## src/rtl/lwsw_violation_logger.sv

```systemverilog
// lwsw_violation_logger
//   Captures rising edges of the four lwsw LTL monitor violation flags,
//   timestamps each one and queues it in a small FIFO for a consumer to
//   drain. It also keeps a sticky per-property summary, an overflow flag
//   and a saturating count of records lost because the FIFO was full.
//
// Parameters
//   DEPTH     FIFO entries (power of two, 2..16)
//   TS_W      timestamp width in bits
//
// Ports
//   clk        single clock, rising edge
//   reset      asynchronous, active-low; clears all state
//   run        monitor enable (same signal as the LTL monitor stage)
//   ltl_flags  per-property violation flags, bit0=ltl0 .. bit3=ltl3
//   clr        synchronous clear of status, counters, timestamp and FIFO
//   rec_valid  head FIFO record is valid
//   rec_ready  consumer accepts the head record
//   rec_flags  newly-risen flags of the head record
//   rec_time   timestamp of the head record
//   sticky     OR of every flag seen since reset/clr
//   overflow   sticky; a record was dropped on a full FIFO
//   drop_cnt   saturating count of dropped records

module lwsw_violation_logger #(
  parameter int DEPTH = 4,
  parameter int TS_W  = 16
) (
  input  logic            clk,
  input  logic            reset,
  input  logic            run,
  input  logic [3:0]      ltl_flags,
  input  logic            clr,
  output logic            rec_valid,
  input  logic            rec_ready,
  output logic [3:0]      rec_flags,
  output logic [TS_W-1:0] rec_time,
  output logic [3:0]      sticky,
  output logic            overflow,
  output logic [7:0]      drop_cnt
);

  localparam int AW = (DEPTH > 1) ? $clog2(DEPTH) : 1;
  localparam int CW = $clog2(DEPTH + 1);
  localparam int RW = 4 + TS_W;
  localparam logic [CW-1:0] FULL_CNT = CW'(DEPTH);

  logic [TS_W-1:0] ts;
  logic [3:0]      flags_prev;
  logic [AW-1:0]   wr_ptr;
  logic [AW-1:0]   rd_ptr;
  logic [CW-1:0]   count;
  logic [RW-1:0]   mem [DEPTH];

  logic [3:0]      new_flags;
  logic            rec_event;
  logic            full;
  logic            pop;
  logic            push;
  logic            drop;

  // Event detection and FIFO handshake decisions. A pop on a full FIFO
  // frees the slot the simultaneous push lands in, so no drop happens.
  always_comb begin
    new_flags = ltl_flags & ~flags_prev & {4{run}};
    rec_event = |new_flags;
    full      = (count == FULL_CNT);
    pop       = rec_valid & rec_ready;
    push      = rec_event & (~full | pop);
    drop      = rec_event & full & ~pop;
  end

  // Head record presentation; forced to zero when empty so the outputs
  // read zero straight out of reset regardless of storage contents.
  always_comb begin
    rec_valid = (count != '0);
    rec_flags = '0;
    rec_time  = '0;
    if (rec_valid) begin
      rec_flags = mem[rd_ptr][RW-1:TS_W];
      rec_time  = mem[rd_ptr][TS_W-1:0];
    end
  end

  // Record storage. When full with a pop, wr_ptr equals rd_ptr; the head
  // is consumed this cycle and its slot is reused by the new record,
  // which ends up last in order.
  always_ff @(posedge clk) begin
    if (push && !clr) begin
      mem[wr_ptr] <= {new_flags, ts};
    end
  end

  // Control state: timestamp, edge-detect history, pointers, occupancy
  // and status. clr wins over any push or pop in the same cycle.
  always_ff @(posedge clk or negedge reset) begin
    if (!reset) begin
      ts         <= '0;
      flags_prev <= '0;
      wr_ptr     <= '0;
      rd_ptr     <= '0;
      count      <= '0;
      sticky     <= '0;
      overflow   <= 1'b0;
      drop_cnt   <= '0;
    end else if (clr) begin
      ts         <= '0;
      flags_prev <= '0;
      wr_ptr     <= '0;
      rd_ptr     <= '0;
      count      <= '0;
      sticky     <= '0;
      overflow   <= 1'b0;
      drop_cnt   <= '0;
    end else begin
      if (run) begin
        ts <= ts + TS_W'(1);
      end
      flags_prev <= run ? ltl_flags : 4'h0;
      sticky     <= sticky | (ltl_flags & {4{run}});

      if (push) begin
        wr_ptr <= wr_ptr + AW'(1);
      end
      if (pop) begin
        rd_ptr <= rd_ptr + AW'(1);
      end

      case ({push, pop})
        2'b10:   count <= count + CW'(1);
        2'b01:   count <= count - CW'(1);
        default: count <= count;
      endcase

      if (drop) begin
        overflow <= 1'b1;
        if (drop_cnt != 8'hFF) begin
          drop_cnt <= drop_cnt + 8'd1;
        end
      end
    end
  end

endmodule

```

## config.mk

```make
export PLATFORM = sky130hd
export DESIGN_NAME = lwsw_violation_logger
export DESIGN_NICKNAME = d
export VERILOG_FILES = /design/src/rtl/lwsw_violation_logger.sv
export SDC_FILE = /design/constraint.sdc
export NUM_CORES = 1
export LEC_CHECK = 0
export ABC_AREA = 1
export BUFFER_PORTS_ARGS = -buffer_cell sky130_fd_sc_hd__buf_2
export CAP_MARGIN = 30
export CORE_AREA = 2 2 89 155
export DETAILED_ROUTE_END_ITERATION = 6
export DIE_AREA = 0 0 91 157
export HOLD_SLACK_MARGIN = 0.12
export PLACE_DENSITY_LB_ADDON = 0.3
export SYNTH_ARGS = -nofsm -noshare
export SYNTH_HDL_FRONTEND = slang
export SYNTH_SLANG_ARGS = --single-unit
export TNS_END_PERCENT = 20
```

## constraint.sdc

```tcl
create_clock -name clk -period 3.24 [get_ports clk]
set_input_delay 0.648 -clock clk [delete_from_list [all_inputs] [get_ports clk]]
set_output_delay 0.648 -clock clk [all_outputs]
set_load 0.02 [all_outputs]
```

==> results.yml, run 1 <==
outcome:
  status: "finished, final reports clean"
synthesis:
  async_flop_share_pct: 33.33
  synth_ff_type: "edfxtp_1"
  syn-instance-count: 514
  yosysSeqAreaShare_pct: 63.86
  synth_area_per_cell_um2: 10.37
  synth_fp_nets: 530
  synth_top_cells_by_area: "edfxtp_1 (45%), dfrtp_1 (19%), nor2_1 (7.7%)"
  syn_area_mm2: 0.005329
  synth_common_cells: "nor2_1 (110), edfxtp_1 (80), nand2_1 (60)"
  yosysMostFrequentCell: "nor2_1"
  ys_seq_elements: 120
  yosysTopAreaCell: "edfxtp_1"
  yosysTopAreaCellShare_pct: 45.08
  ys_warn_count: 0
  yosysUniqueCellTypes: 34
  synth-edff-count: 80
floorplanning:
  rows: 55
  start_util_pct: 41.19
  die_h_um: 157
  core_region_area_mm2: 0.01294
  pin_count: 43
  die-area_mm2: 0.01429
  die_x_um: 91
global_route:
  met2_usage_pct: 30.90
  gr-usage-all-layers_pct: 16.30
  grt_util_met1_pct: 17.79
  grt_pass1_wl_um: 18300
  overflow: 0
  busiest_layer: "met2"
  grt_util_met3_pct: 3.830
  grt_max_degree: 42
  antenna_found_initial: 0
  first_global_vias: 3735
route:
  wl_per_cell_um: 14.66
  drc: 0
  first_pass_iters: 4
  wirelength_um: 10960
  drtAntennaViolNets: 0
  dr_total_vias: 3668
  drt_iter0_markers: 195
  vias_per_cell: 4.904
min_path:
  holdCritPathClass: "register to register"
worst_setup_path:
  critPathArrivalTime_ns: 2.00
  critPathKind: "register to output pin"
  cp_cell_sequence: "inv_1 -> buf_4 -> o21ai_0 -> a21oi_1 -> buf_2"
  max_stage_delay_ns: 0.37
  critPathRequiredTime_ns: 2.59
  end_kind: "output pin"
  cp_max_fo: 25
  start_kind: "register"
  cp_slowest_cell: "dfrtp_1"
flow_run:
  maxCapViolCount: 0
clock_network:
  cts.sinks: 120
  clkSlewWorstSetupHoldPaths_ns: 0.05
  cts_buffers: 17
  post-cts-setup-buffers: 0
  root_buffer: "clkbuf_16"
  cts_max_level: 4
  post_cts_resized: 0
  cts_tree: "built"
  clock_path_buffers: 2
  clock_latency_ns: 0.40
sta:
  fin_crit_ns: 2.651
  max_slew.worst_pin.slew_ns: 0.5286
  fmax_mhz: 377.3
  maxSlewViolCount: 0
  setup_ws_ns: 0.5893
  finalSetupTns_ns: 0
  rsz0062_at_grt: "false"
  setup_violations: 0
  skew_ns: 0.007283
  hold_violations: 0
  relSlewSlack_pct: 64.71
  finalCritPeriodShare_pct: 81.81
final_layout:
  drive_gt1_share_pct: 20.62
  area_growth_pct: 19.07
  diodes: 0
  final_nets: 580
  fill_cells: 1218
place:
  pre_cts_ws_ns: 0.9438
  dp.final_hpwl_um: 7308
  globalplace.congestion: 0.7475
  io_buffers: 42
power:
  power.density_mw_per_mm2: 761.9
  ir_worst_vdd_uv: 510.8
  leakage_nw: 2.633
==> power by group <==
group          leakage, nW  switching (mW)  internal (mW)
Sequential            1.28          0.0501           1.75
Clock                0.287           0.664           1.21
Combinational         1.07           0.826          0.339
==> flip-flops by register name, indices dropped and copies added, names as in the netlist <==
register / count
wr_ptr: 2
rd_ptr: 2
overflow: 1
ts: 16
count: 3
drop_cnt: 8
flags_prev: 4
sticky: 4
mem: 80
==> worst max-delay path: cells and delay by family, from the launching register on <==
kind            cells  cell delay, ns
buf+inv             3            0.90
flops               1            0.37
compound gates      2            0.32
==> layout make-up <==
type / count / area [µm²] / area share, %
Sequential cell: 120 / 3403 / 53.64
Multi-Input combinational cell: 330 / 1662 / 26.19
Clock buffer: 17 / 425.4 / 6.705
Timing Repair Buffer: 53 / 307.8 / 4.851
Tap cell: 171 / 214.0 / 3.372
Clock inverter: 15 / 175.2 / 2.761
Inverter: 42 / 157.7 / 2.485
==> per-layer routing <==
| layer | share of wire (%) | wire length (µm) | vias up |
|---|---|---|---|
| li1 | - | - | 1826 |
| met1 | 40 | 4394 | 1774 |
| met2 | 56 | 6106 | 54 |
| met3 | 2.9 | 317 | 14 |
| met4 | 1.3 | 146 | 0 |
| met5 | 0 | 0 | - |
==> per-stage QoR <==
stage          instance area, µm²  utilization (%)  hold WS [ns]  power (mW)  instances
4_1_cts                      6315            48.81        0.4128       4.885        746
3_3_place_gp                 5714            44.17        0.4735       2.985        714
6_report                     6345            49.04        0.4940       4.834        748
3_5_place_dp                 5714            44.17        0.4787       3.009        714
2_1_floorplan                5329                -        0.3524       2.628        514
5_1_grt                      6345            49.04        0.5037       5.075        748
==> final timing paths <==
| path | end | slack [ns] | start | cells past startpoint |
|---|---|---|---|---|
| hold / removal | sticky[1]$_DFF_PN0_ | 0.49 | sticky[1]$_DFF_PN0_ | 2 |
| setup / recovery | rec_time[6] | 0.59 | rd_ptr[0]$_DFFE_PN0P_ | 5 |
| min in group asynchronous | sticky[1]$_DFF_PN0_ | 0.57 | reset | 2 |
| hold reg to reg | sticky[1]$_DFF_PN0_ | 0.49 | sticky[1]$_DFF_PN0_ | 2 |
| setup reg to reg | count[2]$_DFFE_PN0P_ | 1.08 | count[2]$_DFFE_PN0P_ | 11 |
| max in group asynchronous | ts[6]$_DFFE_PN0P_ | 2.26 | reset | 3 |
==> layout by cell type, fill, tap and decap left out, drive strengths merged, types with 6 or more instances in the layout <==
master	n
a21oi	32
inv	42
dfrtp	40
clkinv	9
buf	52
nor2	118
o21ai	61
edfxtp	80
clkbuf	17
ha	6
nand3	27
nand2	67
==> cell families (layout without fill, tap and decap cells) <==
family          count (synthesis)  count (layout)  synth area share [%]
compound gates                 95              95                 9.110
xor+xnor                        5               5                0.8218
fa+ha+maj                       7               7                 1.784
buf+inv                        64             127                 4.954
flops                         120             120                 63.86
simple gates                  223             223                 19.46
==> timing repair <==
| item | CTS | global route |
|---|---|---|
| hold buffers | 0 | 1 |
| setup endpoints to repair | 0 | 0 |
| hold endpoints to repair | 0 | 1 |
(Power assumes the default switching activity.)
==> run 2, diff against run 1 <==
ABC_AREA = 0   (was 1)
CORE_AREA = 2 2 87 151   (was 2 2 89 155)
DIE_AREA = 0 0 89 153   (was 0 0 91 157)
clock period = 2.4 ns   (was 3.24 ns; I/O delays follow)
==> run 2 against run 1 <==
Compared with the run above: non-clock buffer count rose by 5; synthesized cell count fell by 34%; critical path depth fell by 1; clock skew rose by 0.00089 ns; register-to-register slack got worse by 0.75 ns; total power rose by 35%; sequential power rose by 32%; combinational power rose by 32%; sequential share of layout area rose by 0.58 points; die area fell by 4.7%; final cell count fell by 22%; hold slack got worse by 0.17 ns; largest cell class unchanged; highest routed layer unchanged.
==> results.yml, run 2 <==
worst_setup_path:
  critPathArrivalTime_ns: 1.87
  r2r_start: "count[0]$_DFFE_PN0P_"
  reg2reg_slack_ns: 0.33
  cp_cell_sequence: "buf_12 -> mux4_2 -> and2_1 -> buf_4"
  r2r_cells: 8
  critPathKind: "register to output pin"
  path_depth: 4
  cp_max_fo: 10
  critPathBufInv: 2
  max_stage_delay_ns: 0.52
  cp-startpoint: "rd_ptr[0]$_DFFE_PN0P_"
  crit_path_end: "rec_flags[0]"
  start_kind: "register"
  worst_r2r_endpoint: "count[2]$_DFFE_PN0P_"
  cp_slowest_cell: "mux4_2"
  critPathRequiredTime_ns: 1.92
  crit_family: "multiplexers"
  end_kind: "output pin"
global_route:
  grt_pass1_wl_um: 15750
  overflow: 0
  grt_max_degree: 41
  gr-usage-all-layers_pct: 15.76
  antenna_found_initial: 0
  first_global_vias: 3112
sta:
  max_slew.worst_pin.slew_ns: 0.4103
  skew_ns: 0.008177
  relSlewSlack_pct: 72.65
  hold_violations: 0
  rsz0062_at_grt: "true"
  maxSlewViolCount: 0
  hold_ws_ns: 0.3287
  finalSetupTns_ns: 0
  setup_ws_ns: 0.05233
  fin_crit_ns: 2.348
  finalCritPeriodShare_pct: 97.82
  setup_violations: 0
  fmax_mhz: 426.0
synthesis:
  syn-instance-count: 337
  ys_warn_count: 0
  yosysSeqAreaShare_pct: 66.80
  yosysTopAreaCellShare_pct: 47.15
  async_flop_share_pct: 33.33
  synth_ff_type: "edfxtp_1"
  syn_area_mm2: 0.005095
  synth_top_cells_by_area: "edfxtp_1 (47%), dfrtp_1 (20%), mux4_2 (8.8%)"
  synth_fp_nets: 353
  synth-edff-count: 80
  synth_common_cells: "edfxtp_1 (80), dfrtp_1 (40), nor2_1 (40)"
  synth_area_per_cell_um2: 15.12
  ys_seq_elements: 120
  yosysMostFrequentCell: "edfxtp_1"
  yosysUniqueCellTypes: 42
  yosysTopAreaCell: "edfxtp_1"
place:
  dp.final_hpwl_um: 6005
  globalplace.congestion: 0.6909
  post_dp_cell_area_mm2: 0.005613
  dp.cells: 547
  io_buffers: 42
  pre_cts_ws_ns: 0.03528
flow_run:
  maxCapViolCount: 0
route:
  top_layer: "met4"
  drtAntennaViolNets: 0
  wirelength_um: 9532
  drc: 0
  dr_wl_met2_um: 5545
  wl_per_cell_um: 16.38
  wl_met1_um: 3539
  first_pass_iters: 4
  wl_met3_um: 337
  dr_total_vias: 2936
  drt_iter0_markers: 171
  vias_per_cell: 5.045
floorplanning:
  start_util_pct: 40.98
  rows: 54
  die-area_mm2: 0.01362
  die_h_um: 153
  pin_count: 43
  core_region_area_mm2: 0.01243
  die_x_um: 89
power:
  power.density_mw_per_mm2: 1038
  ir_worst_vdd_uv: 530.4
  leakage_nw: 2.495
final_layout:
  final_cell_mix: "edfxtp_1 (80), nor2_1 (40), buf_2 (40)"
  instances_no_fill: 582
  fill_cells: 1104
  final_nets: 417
  diodes: 0
  regMostFlops: "mem"
  area_growth_pct: 23.26
  final_common_cell: "edfxtp_1"
  drive_gt1_share_pct: 29.23
  fin_area_mm2: 0.006280
  reg.largest.list: "mem x80, ts x16, drop_cnt x8"
  largest_reg_flops: 80
min_path:
  holdCritPathClass: "input pin to register"
  holdPathStages: 2
clock_network:
  cts_buffers: 17
  cts_tree: "built"
  clkSlewWorstSetupHoldPaths_ns: 0.05
  cts_max_level: 4
  root_buffer: "clkbuf_16"
  clock_latency_ns: 0.40
  clock_path_buffers: 2
  cts.sinks: 120
outcome:
  status: "finished, final reports clean"
[run 2: changes by cell type after synthesis, sizes merged, moves of 5 or more]
cell    change
clkbuf      -5
and2       +31
or3         +6
xnor2      +10
nand3      -21
nand2      -55
inv        -32
nor2       -78
nor2b       +7
a21oi      -22
o21ai      -56
mux4       +20
[run 2: cells by family after synthesis]
| logic type | count (synthesis) | synth area share [%] |
|---|---|---|
| DFF | 120 | 66.80 |
| xor gates and xnor gates | 18 | 3.094 |
| muxes | 25 | 10.02 |
| buffers and inverters | 21 | 1.621 |
| and+or+nand+nor | 126 | 13.83 |
| AOI/OAI and AO/OA | 20 | 2.775 |
| adders and majority gates | 7 | 1.866 |
[run 2: through the flow]
step	util [%]	total power [mW]
after detailed placement	45.15	3.907
final	50.51	6.518
after global placement	45.15	3.879
after CTS	50.45	6.596
after global routing	50.51	6.813
after floorplan	-	3.434
[run 2: worst min path at each step]
stage                                   start                 endpoint  slack (ns)
after detailed placement                reset      sticky[2]$_DFF_PN0_        0.47
final                            ltl_flags[0]  flags_prev[0]$_DFF_PN0_        0.33
after global placement    sticky[3]$_DFF_PN0_      sticky[3]$_DFF_PN0_        0.46
after floorplan                         reset     count[0]$_DFFE_PN0P_        0.18
after global routing             ltl_flags[2]  flags_prev[2]$_DFF_PN0_        0.33
after CTS                        ltl_flags[0]  flags_prev[0]$_DFF_PN0_        0.31
[run 2: area by class of cell]
| class | count | area, µm² | share of cell area, % |
|---|---|---|---|
| Clock buffer | 20 | 436.7 | 6.954 |
| Clock inverter | 12 | 176.4 | 2.809 |
| Inverter | 8 | 30.03 | 0.4782 |
| Multi-Input combinational cell | 196 | 1614 | 25.70 |
| Sequential cell | 120 | 3405 | 54.21 |
| Tap cell | 168 | 210.2 | 3.347 |
| Timing Repair Buffer | 58 | 407.9 | 6.495 |
[run 2: where the power goes]
part | internal [mW] | switching [mW]
sequential | 2.31 | 0.0702
clock | 1.73 | 0.863
combinational | 0.720 | 0.827
[run 2: worst register-to-register path, stage by stage, from the launching register on]
cell	delay (ns)
dfrtp_1	0.40
or3_1	0.39
and2_4	0.19
and2_4	0.17
inv_1	0.07
fa_2	0.20
nor2_1	0.05
a22oi_2	0.18
mux2_4	0.32
[run 2: what timing repair did]
item / CTS / global route
hold endpoints to repair: 40 / 0
pin swaps: 0 / 0
gates resized for setup: 2 / 3
endpoints found under the setup margin: 20 / 8
hold buffers: 1 / 0
cloned: 1 / 0
setup buffers: 1 / 0
[run 2: layer usage]
metal / global-route usage, % / up-vias
li1: - / 1373
met1: 16.62 / 1500
met2: 28.68 / 54
met3: 4.752 / 9
met4: 5.615 / 0
met5: 0 / -
==> run 3, diff against run 2 <==
CORE_AREA = 2 2 81 161   (was 2 2 87 151)
DIE_AREA = 0 0 83 163   (was 0 0 89 153)
==> run 3 against run 2 <==
Compared with the run above: first-iteration DRC count shrank 25%; sequential cell count is the same; total power shrank 3.9%; combinational power shrank 5%; final cell count shrank 2.7%; setup slack gained 0.028 ns; largest cell class unchanged; clock skew is essentially flat; routed wire length shrank 3.8%; non-clock buffer count grew 2.
==> results.yml, run 3 (synthesized netlist as in run 2, its figures left out) <==
outcome:
  status: "finished, final reports clean"
final_layout:
  regMostFlops: "mem"
  final_common_cell: "edfxtp_1"
  final_nets: 419
  area_growth_pct: 21.39
  largest_reg_flops: 80
  reg.largest.list: "mem x80, ts x16, drop_cnt x8"
  diodes: 0
  final_cell_mix: "edfxtp_1 (80), buf_2 (42), nor2_1 (40), dfrtp_1 (40), and2_1 (28)"
  drive_gt1_share_pct: 29.81
clock_network:
  cts.sinks: 120
  cts_buffers: 17
  cts_max_level: 4
  root_buffer: "clkbuf_16"
  clock_path_buffers: 2
  clock_latency_ns: 0.40
  clkSlewWorstSetupHoldPaths_ns: 0.05
  cts_tree: "built"
worst_setup_path:
  r2r_cells: 8
  critPathKind: "register to output pin"
  end_kind: "output pin"
  worst_r2r_endpoint: "count[2]$_DFFE_PN0P_"
  cp_max_fo: 12
  start_kind: "register"
  critPathArrivalTime_ns: 1.84
  reg2reg_slack_ns: 0.31
  r2r_start: "count[0]$_DFFE_PN0P_"
  critPathRequiredTime_ns: 1.92
route:
  wirelength_um: 9170
  drtAntennaViolNets: 0
  wl_per_cell_um: 16.20
  drt_iter0_markers: 128
  dr_total_vias: 2859
  vias_per_cell: 5.051
  drc: 0
  first_pass_iters: 5
min_path:
  min_from: "ltl_flags[2]"
  holdCritPathClass: "input pin to register"
  holdPathStages: 2
  min_to: "flags_prev[2]$_DFF_PN0_"
sta:
  setup_ws_ns: 0.07991
  fmax_mhz: 431.0
  setup_violations: 0
  hold_violations: 0
  finalCritPeriodShare_pct: 96.67
  max_slew.worst_pin.slew_ns: 0.6106
  fin_crit_ns: 2.320
  skew_ns: 0.008219
  relSlewSlack_pct: 59.29
  maxSlewViolCount: 0
power:
  pwr-share-seq_pct: 37.6
  ir_worst_vdd_uv: 663.2
  leakage_nw: 2.487
  power.clock.fraction_pct: 38.8
  power.density_mw_per_mm2: 1013
  intPower_mw: 4.496
  combPwrFrac_pct: 23.6
  net-switching-power_mw: 1.770
  p_total_mw: 6.265
  switching_share_pct: 28.25
global_route:
  overflow: 0
  antenna_found_initial: 0
  gr-usage-all-layers_pct: 14.33
  grt_pass1_wl_um: 14970
  grt_max_degree: 41
  first_global_vias: 2891
place:
  globalplace.congestion: 0.7740
  pre_cts_ws_ns: 0.03444
  dp.final_hpwl_um: 5957
  io_buffers: 42
floorplanning:
  die-area_mm2: 0.01353
  die_h_um: 163
  core_region_area_mm2: 0.01241
  start_util_pct: 41.06
  rows: 58
  die_x_um: 83
  pin_count: 43
flow_run:
  maxCapViolCount: 0
[run 3: through the flow]
stage / util [%] / area, µm² / cells / TNS (ns) / hold WS (ns)
2_1_floorplan: - / 5097 / 337 / -0.02876 / 0.1844
3_3_place_gp: 44.99 / 5583 / 533 / 0 / 0.4787
3_5_place_dp: 44.99 / 5583 / 533 / 0 / 0.4835
4_1_cts: 49.78 / 6177 / 566 / 0 / 0.3157
5_1_grt: 49.84 / 6185 / 566 / -0.003646 / 0.3263
6_report: 49.84 / 6185 / 566 / 0 / 0.3295
[run 3: repair_timing]
action	CTS	global route
setup endpoints to repair	2	9
resized for setup	1	2
setup buffers	0	0
endpoints found under the hold margin	23	0
pin swaps	0	0
hold buffers	1	0
[run 3: worst max path at each step]
stage / to / slack, ns / startpoint
5_1_grt: rec_time[6] / -0.004 / rd_ptr[0]$_DFFE_PN0P_
4_1_cts: rec_time[2] / 0.02 / rd_ptr[0]$_DFFE_PN0P_
6_report: rec_time[6] / 0.08 / rd_ptr[0]$_DFFE_PN0P_
3_5_place_dp: count[2]$_DFFE_PN0P_ / 0.03 / ltl_flags[0]
2_1_floorplan: count[2]$_DFFE_PN0P_ / -0.03 / ltl_flags[1]
3_3_place_gp: count[2]$_DFFE_PN0P_ / 0.08 / ltl_flags[1]
[run 3: per-layer routing]
metal	GRT usage [%]	share of wire (%)
met4	4.694	0.65
met3	3.599	2.5
met5	0	0
met2	24.23	53
met1	18.05	44
[run 3: critical path, cell delays in order, from the launching register on]
cell     delay [ns]
dfrtp_1        0.39
buf_8          0.20
mux4_2         0.53
and2_1         0.17
buf_2          0.15
[run 3: power by group through the flow]
| stage | Sequential [mW] | Combinational [mW] | Clock (mW) |
|---|---|---|---|
| 2_1_floorplan | 2.40 | 1.04 | 0 |
| 3_3_place_gp | 2.39 | 1.49 | 0 |
| 4_1_cts | 2.36 | 1.51 | 2.49 |
| 3_5_place_dp | 2.39 | 1.50 | 0 |
| 5_1_grt | 2.37 | 1.61 | 2.58 |
| 6_report | 2.36 | 1.48 | 2.43 |
[run 3: cell type report]
cell class | instances | area [µm²]
Inverter | 8 | 30.03
Tap cell | 150 | 187.7
Clock inverter | 14 | 151.4
Multi-Input combinational cell | 196 | 1612
Clock buffer | 18 | 429.2
Fill cell | 1050 | 6225
Timing Repair Buffer | 60 | 371.6
Sequential cell | 120 | 3403
